<file path="config.mk">
export PLATFORM = sky130hd
export DESIGN_NAME = el2_dccm_init_scrubber
export DESIGN_NICKNAME = d
export VERILOG_FILES = /design/src/rtl/el2_pkg.sv /design/src/rtl/el2_dccm_secded39.sv /design/src/rtl/el2_dccm_init_scrubber.sv
export SDC_FILE = /design/constraint.sdc
export NUM_CORES = 1
export LEC_CHECK = 0
export ABC_AREA = 1
export BUFFER_PORTS_ARGS = -buffer_cell sky130_fd_sc_hd__buf_4
export CORE_ASPECT_RATIO = 0.9
export CORE_MARGIN = 2
export CORE_UTILIZATION = 45
export DETAILED_ROUTE_END_ITERATION = 10
export GPL_TIMING_DRIVEN = 1
export PLACE_DENSITY = 0.66
export SKIP_LAST_GASP = 1
export SYNTH_ARGS = -nofsm -noshare
export SYNTH_HDL_FRONTEND = slang
export SYNTH_HIERARCHICAL = 1
export SYNTH_SLANG_ARGS = --single-unit
</file>
<file path="constraint.sdc">
create_clock -name clk -period 2.7 [get_ports clk]
set_input_delay 0.27 -clock clk [delete_from_list [all_inputs] [get_ports clk]]
set_output_delay 0.27 -clock clk [all_outputs]
set_load 0.01 [all_outputs]
</file>
<file path="src/rtl/el2_pkg.sv">
// rtl/el2_pkg.sv - shared types and SECDED helpers for the DCCM init/scrub engine
// Hamming positions follow the VeeR 39-bit layout: data fills the non-power-of-two positions 3..38.

package el2_pkg;

  localparam int DCCM_ECC_W = 7;

  typedef enum logic [2:0] {
    IDLE,
    INIT,
    SCRUB_WAIT,
    SCRUB_RD,
    SCRUB_CHK,
    SCRUB_WB
  } el2_dccm_scrub_state_e;

  // XOR of the Hamming positions of every set data bit; bit k is check bit k.
  function automatic logic [DCCM_ECC_W-2:0] secded39_hamming(input logic [31:0] d);
    logic [DCCM_ECC_W-2:0] h;
    int di;
    h  = '0;
    di = 0;
    for (int p = 1; p < 39; p++) begin
      if ((p & (p - 1)) != 0) begin
        if (d[di[4:0]]) h = h ^ p[5:0];
        di++;
      end
    end
    return h;
  endfunction

  // A syndrome that names a check-bit position (or nothing) leaves the data untouched.
  function automatic logic [31:0] secded39_flip(input logic [31:0] d,
                                                input logic [DCCM_ECC_W-2:0] syn);
    logic [31:0] c;
    int di;
    c  = d;
    di = 0;
    for (int p = 1; p < 39; p++) begin
      if ((p & (p - 1)) != 0) begin
        if (syn == p[5:0]) c[di[4:0]] = ~c[di[4:0]];
        di++;
      end
    end
    return c;
  endfunction

endpackage

</file>
<file path="src/rtl/el2_dccm_secded39.sv">
// rtl/el2_dccm_secded39.sv - combinational 39-bit SECDED encoder and decoder for one DCCM word
// The overall parity bit decides single vs. double: odd parity is always treated as correctable.

module el2_dccm_secded39
  import el2_pkg::*;
(
  input  logic [31:0]            enc_data_i,
  output logic [38:0]            enc_fdata_o,
  input  logic [38:0]            dec_fdata_i,
  output logic [31:0]            dec_data_o,
  output logic                   dec_sb_err_o,
  output logic                   dec_db_err_o
);

  logic [DCCM_ECC_W-2:0] enc_ham;
  logic [DCCM_ECC_W-2:0] dec_syn;
  logic                  dec_par;

  assign enc_ham     = secded39_hamming(enc_data_i);
  assign enc_fdata_o = {^{enc_ham, enc_data_i}, enc_ham, enc_data_i};

  assign dec_syn = secded39_hamming(dec_fdata_i[31:0]) ^ dec_fdata_i[37:32];
  assign dec_par = ^dec_fdata_i;

  assign dec_sb_err_o = dec_par;
  assign dec_db_err_o = ~dec_par & (dec_syn != '0);
  assign dec_data_o   = dec_par ? secded39_flip(dec_fdata_i[31:0], dec_syn) : dec_fdata_i[31:0];

endmodule

</file>
<file path="src/rtl/el2_dccm_init_scrubber.sv">
// rtl/el2_dccm_init_scrubber.sv - DCCM zero-init and background SECDED scrub master
// Port strobes are combinational on lsu_dccm_busy so the LSU always wins the shared port.

module el2_dccm_init_scrubber
  import el2_pkg::*;
#(
  parameter int DCCM_SIZE        = 64,
  parameter int DCCM_BITS        = 16,
  parameter int DCCM_DATA_WIDTH  = 32,
  parameter int DCCM_FDATA_WIDTH = 39,
  parameter int SCRUB_INTERVAL   = 1024,
  parameter int CNT_W            = 16
) (
  input  logic                        clk,
  input  logic                        rst,
  input  logic                        start_init,
  input  logic                        scrub_en,
  input  logic                        lsu_dccm_busy,
  output logic                        own_port,
  output logic                        dccm_wren,
  output logic                        dccm_rden,
  output logic [DCCM_BITS-1:0]        dccm_wr_addr_lo,
  output logic [DCCM_BITS-1:0]        dccm_wr_addr_hi,
  output logic [DCCM_BITS-1:0]        dccm_rd_addr_lo,
  output logic [DCCM_BITS-1:0]        dccm_rd_addr_hi,
  output logic [DCCM_FDATA_WIDTH-1:0] dccm_wr_data_lo,
  output logic [DCCM_FDATA_WIDTH-1:0] dccm_wr_data_hi,
  input  logic [DCCM_FDATA_WIDTH-1:0] dccm_rd_data_lo,
  input  logic [DCCM_FDATA_WIDTH-1:0] dccm_rd_data_hi,
  output logic                        init_done,
  output logic                        busy,
  output logic [CNT_W-1:0]            sb_err_cnt,
  output logic                        db_err,
  output logic [DCCM_BITS-1:0]        db_err_addr
);

  localparam int PW     = DCCM_BITS - 3;
  localparam int NPAIRS = DCCM_SIZE * 1024 / 8;
  localparam int IW     = $clog2(SCRUB_INTERVAL);

  el2_dccm_scrub_state_e state_q;
  logic [PW-1:0]              ptr_q;
  logic [IW-1:0]              ival_q;
  logic                       init_done_q;
  logic                       db_err_q;
  logic [DCCM_BITS-1:0]       db_err_addr_q;
  logic [CNT_W-1:0]           sb_cnt_q;
  logic [DCCM_DATA_WIDTH-1:0] corr_lo_q;
  logic [DCCM_DATA_WIDTH-1:0] corr_hi_q;
  logic [1:0]                 sb_num_q;

  logic [DCCM_BITS-1:0]        addr_lo;
  logic [DCCM_BITS-1:0]        addr_hi;
  logic [DCCM_FDATA_WIDTH-1:0] enc_lo;
  logic [DCCM_FDATA_WIDTH-1:0] enc_hi;
  logic [DCCM_DATA_WIDTH-1:0]  dec_lo_data;
  logic [DCCM_DATA_WIDTH-1:0]  dec_hi_data;
  logic                        dec_lo_sb;
  logic                        dec_hi_sb;
  logic                        dec_lo_db;
  logic                        dec_hi_db;
  logic                        wr_go;
  logic                        rd_go;
  logic                        scrub_state;
  logic [CNT_W:0]              sb_sum_d;

  el2_dccm_secded39 u_secded_lo (
    .enc_data_i   (corr_lo_q),
    .enc_fdata_o  (enc_lo),
    .dec_fdata_i  (dccm_rd_data_lo),
    .dec_data_o   (dec_lo_data),
    .dec_sb_err_o (dec_lo_sb),
    .dec_db_err_o (dec_lo_db)
  );

  el2_dccm_secded39 u_secded_hi (
    .enc_data_i   (corr_hi_q),
    .enc_fdata_o  (enc_hi),
    .dec_fdata_i  (dccm_rd_data_hi),
    .dec_data_o   (dec_hi_data),
    .dec_sb_err_o (dec_hi_sb),
    .dec_db_err_o (dec_hi_db)
  );

  assign addr_lo = {ptr_q, 3'b000};
  assign addr_hi = {ptr_q, 3'b100};

  // rst gating makes an abort take effect in the very cycle it is asserted.
  assign wr_go = ~rst & ~lsu_dccm_busy & ((state_q == INIT) | (state_q == SCRUB_WB));
  assign rd_go = ~rst & ~lsu_dccm_busy & (state_q == SCRUB_RD);

  assign dccm_wren       = wr_go;
  assign dccm_rden       = rd_go;
  assign own_port        = wr_go | rd_go;
  assign dccm_wr_addr_lo = wr_go ? addr_lo : '0;
  assign dccm_wr_addr_hi = wr_go ? addr_hi : '0;
  assign dccm_rd_addr_lo = rd_go ? addr_lo : '0;
  assign dccm_rd_addr_hi = rd_go ? addr_hi : '0;
  // Zero-init words are encode(0), which is all zeros in this code.
  assign dccm_wr_data_lo = (wr_go && state_q == SCRUB_WB) ? enc_lo : '0;
  assign dccm_wr_data_hi = (wr_go && state_q == SCRUB_WB) ? enc_hi : '0;

  assign scrub_state = (state_q == SCRUB_WAIT) | (state_q == SCRUB_RD) |
                       (state_q == SCRUB_CHK)  | (state_q == SCRUB_WB);
  assign sb_sum_d    = {1'b0, sb_cnt_q} + {{(CNT_W-1){1'b0}}, sb_num_q};

  assign init_done   = init_done_q;
  assign busy        = (state_q != IDLE) & (state_q != SCRUB_WAIT);
  assign sb_err_cnt  = sb_cnt_q;
  assign db_err      = db_err_q;
  assign db_err_addr = db_err_addr_q;

  always_ff @(posedge clk) begin
    if (rst) begin
      state_q       <= IDLE;
      ptr_q         <= '0;
      ival_q        <= '0;
      init_done_q   <= 1'b0;
      db_err_q      <= 1'b0;
      db_err_addr_q <= '0;
      sb_cnt_q      <= '0;
      corr_lo_q     <= '0;
      corr_hi_q     <= '0;
      sb_num_q      <= '0;
    end else if (start_init && scrub_state) begin
      state_q     <= INIT;
      ptr_q       <= '0;
      ival_q      <= '0;
      init_done_q <= 1'b0;
    end else begin
      unique case (state_q)
        IDLE: begin
          if (start_init) begin
            state_q <= INIT;
            ptr_q   <= '0;
          end else if (init_done_q && scrub_en) begin
            state_q <= SCRUB_WAIT;
            ival_q  <= '0;
          end
        end
        INIT: begin
          if (!lsu_dccm_busy) begin
            if (ptr_q == PW'(NPAIRS - 1)) begin
              ptr_q       <= '0;
              init_done_q <= 1'b1;
              state_q     <= IDLE;
            end else begin
              ptr_q <= ptr_q + PW'(1);
            end
          end
        end
        SCRUB_WAIT: begin
          if (!scrub_en) begin
            state_q <= IDLE;
            ival_q  <= '0;
          end else if (ival_q == IW'(SCRUB_INTERVAL - 1)) begin
            state_q <= SCRUB_RD;
            ival_q  <= '0;
          end else begin
            ival_q <= ival_q + IW'(1);
          end
        end
        SCRUB_RD: begin
          if (!lsu_dccm_busy) state_q <= SCRUB_CHK;
        end
        SCRUB_CHK: begin
          corr_lo_q <= dec_lo_data;
          corr_hi_q <= dec_hi_data;
          sb_num_q  <= {1'b0, dec_lo_sb} + {1'b0, dec_hi_sb};
          if (dec_lo_db || dec_hi_db) begin
            db_err_q <= 1'b1;
            if (!db_err_q) db_err_addr_q <= dec_lo_db ? addr_lo : addr_hi;
            ptr_q   <= ptr_q + PW'(1);
            state_q <= SCRUB_WAIT;
          end else if (dec_lo_sb || dec_hi_sb) begin
            state_q <= SCRUB_WB;
          end else begin
            ptr_q   <= ptr_q + PW'(1);
            state_q <= SCRUB_WAIT;
          end
        end
        SCRUB_WB: begin
          // A busy cycle means the LSU may have just rewritten this pair: re-read it.
          if (lsu_dccm_busy) begin
            state_q <= SCRUB_RD;
          end else begin
            sb_cnt_q <= sb_sum_d[CNT_W] ? '1 : sb_sum_d[CNT_W-1:0];
            ptr_q    <= ptr_q + PW'(1);
            state_q  <= SCRUB_WAIT;
          end
        end
        default: state_q <= IDLE;
      endcase
    end
  end

endmodule

</file>
==> metrics <==
antenna violations before repair=0; post-synth top area share=26.8%; CTS Buffer Depth=2; pin count of the biggest net entering global routing=55; io pins=263; min-delay worst type=in2reg; placed cells=3454; 1st-iter DRT viols=1046; Max Clock Freq=382 MHz; xor/xnor share of the synthesized area=7.44%; number of flops mapped to enable cells by yosys=0; CTS Buf Count=17; Primary FF master, synth=dfxtp_1; share of synthesized registers carrying an async set or reset=0%; Max rail drop VDD=0.000494 V; Synth Area per Inst=5.37 um^2; number of detailed-route iterations in the first pass=6; area of the multi-input gates=0.0104 mm^2; Worst-path clk slew=60 ps; Crit. Startpoint=corr_lo_q[3]; antenna viol nets, final=0; Post-Route Setup TNS=0 ps; vias in the first global route=15673; WP data arrival=2350 ps; setup violators final=0; H-Tree Depth=4; Buffers on Ports=250; first-pass GRT wire length=78.1 mm; Sink Count=124; Worst EP required=2430 ps; crit-path max FO=8; Vias=17609; Design Power=8.15 mW; Final Cycle Share=96.9%; die footprint=0.0346 mm^2; Synth Area in Compound Gates=6.29%; most frequent cell after synthesis=nand2_1; diode count=0; gr usage total=28.1%; Reg area=0.00265 mm^2; Post-Synth Simple-Gate Area=50.6%; CP cell instances=inv_2 > nand2_1 > nand2_2 > nand2_1 > nand2_1 > nand3_2 > nand2_1 > nand2_2 > nand2_1 > nand2_1 > nand2_2 > nand2_2 > nand2_1 > nand2_1 > nand2_1 > inv_1 > nand2_2 > nand2_2 > inv_2 > nor2_4 > buf_6; residual DRC count=0; largest family of logic cells by synthesized area=simple AND/OR/NAND/NOR gates; Hold Buf Count CTS=0; GR Overflow Total=0; Static Leak=10.3 nW; Avg WL per Cell=14.5 um; Netlist cell types=49; CTS tree=built; Synth Register Bits=124; Core Util, Final=58.7%; CP max stage cell=dfxtp_4; Slew @ Worst Pin=596 ps; Slew Viols, Final=0; area leader, netlist=nand2_1; final hold vios=0; Most common cell on crit path=nand2_1; min Tclk post-route=2620 ps; core area=0.0328 mm^2; Initial Util=45.4%; Final HPWL DP=39.9 mm; cell count of the worst reg-to-reg path=10; RSZ-0062 raised after global routing=true; die extent in y=177 um; Cell Pwr Density=424 mW/mm^2; status=finished clean; Nets=3174; multiplexer share of the synthesized area=0%; GP Congestion=0.924; cells after synthesis=2771; Max-cap violations=0; relative slew slack=60.2%; Non-Filler Instances=3519; Crit Path Category=reg2out; HP Start=rst; Worst Skew=14.2 ps; fill cell total of the finished layout=3249; Post-Synth Adder-Cell Area=0.639%; Final Hold Slack=156 ps; CP startpoint kind=flip-flop; r2r startpoint=sb_err_cnt[0]; DRT Wirelength=51.0 mm; layout cells sized above 1=28.3%; CP Capture Type=output port; clk root buf=clkbuf_16; Syn-to-layout area delta=29.2%; worst skew pair latency=440 ps; Die W=196 um; Yosys warning total=6; row cnt=63; Hold Crit Depth=2; most frequent cells after synthesis=nand2_1 (1064), inv_1 (359), nor2_1 (329); Vias/cell=5.00; largest cells by area after synthesis=nand2_1 (27%), dfxtp_1 (17%), inv_1 (9.0%); mapped cell area=0.0149 mm^2; sequential element share of the synthesized area=16.7%; Crit path largest cell delay=430 ps
==> registers in the layout, summed over array words and instances, names as in the netlist, 2 cells and up <==
name / count
state_q: 3
corr_lo_q: 32
corr_hi_q: 32
ptr_q: 13
db_err_addr: 14
sb_num_q: 2
sb_err_cnt: 16
ival_q: 10
==> repair_timing <==
item / in CTS / in global routing
pin swaps: 2 / 83
endpoints found under the setup margin: 2 / 41
setup buffers: 1 / 31
gates cloned: 0 / 1
resized for setup: 56 / 238
==> placed cells by master, fill, tap and decap left out, drive strengths merged, types with 2 or more instances in the layout <==
master / n
conb: 12
dfxtp: 124
nor4: 2
clkbuf: 18
nand3: 244
o21ai: 114
o21bai: 2
clkinv: 7
xor2: 61
a31oi: 7
nor2: 367
bufinv: 4
nor3: 14
ha: 6
inv: 413
or2: 3
nand3b: 10
o22ai: 2
a211oi: 2
a21oi: 38
nand4: 17
nand2: 1106
o2111ai: 3
xnor2: 63
buf: 453
==> power by group <==
group,internal [mW],leakage [nW],switching (mW)
clock network,1.57,0.308,0.960
logic,1.37,8.99,2.34
registers,1.84,1.04,0.0783
==> through the flow <==
| stage | instance area [um^2] | setup WS, ps |
|---|---|---|
| finish | 19200 | 82.9 |
| global route | 19200 | -95.1 |
| CTS | 18300 | 0.341 |
| detailed placement | 17500 | -250 |
| global placement | 17500 | -212 |
| floorplan | 14900 | 363 |
==> logic make-up (layout without fill, tap and decap cells) <==
family	Yosys count	in the layout
and+or+nand+nor	1763	1763
buffers and inverters	581	896
AOI/OAI and AO/OA	171	171
xor gates and xnor gates	124	124
DFF	124	124
adders and majority gates	7	7
other	1	12
==> worst paths after layout <==
kind	endpoint	slack (ps)
max reg2reg	sb_err_cnt[9]	430
min reg2reg	ival_q[1]	490
max	dccm_wr_data_lo[38]	80
min	sb_err_cnt[6]	160
==> layout make-up <==
type                            count  area share [%]
Clock buffer                       18            2.23
Clock inverter                     14            1.09
Inverter                          411            8.11
Multi-Input combinational cell   2077            53.8
Sequential cell                   124            13.8
Tap cell                          422            2.74
Timing Repair Buffer              453            18.2
==> worst max-delay path, delay by kind of cell (launching register included) <==
family        cells  cell delay (ps)
buf+inv           4              280
flops             1              430
simple gates     17             1200
==> metal layers <==
layer / vias up / part of all wire [%] / routed length, um / global-route usage (%)
met2: 577 / 47 / 23900 / 49.4
met1: 8019 / 44 / 22600 / 36.0
met3: 96 / 5.8 / 2960 / 3.76
met5: - / 0 / 0 / 0
met4: 0 / 3.0 / 1520 / 8.33
li1: 8917 / - / - / -
Note: power is estimated with default switching activity, not from simulation.
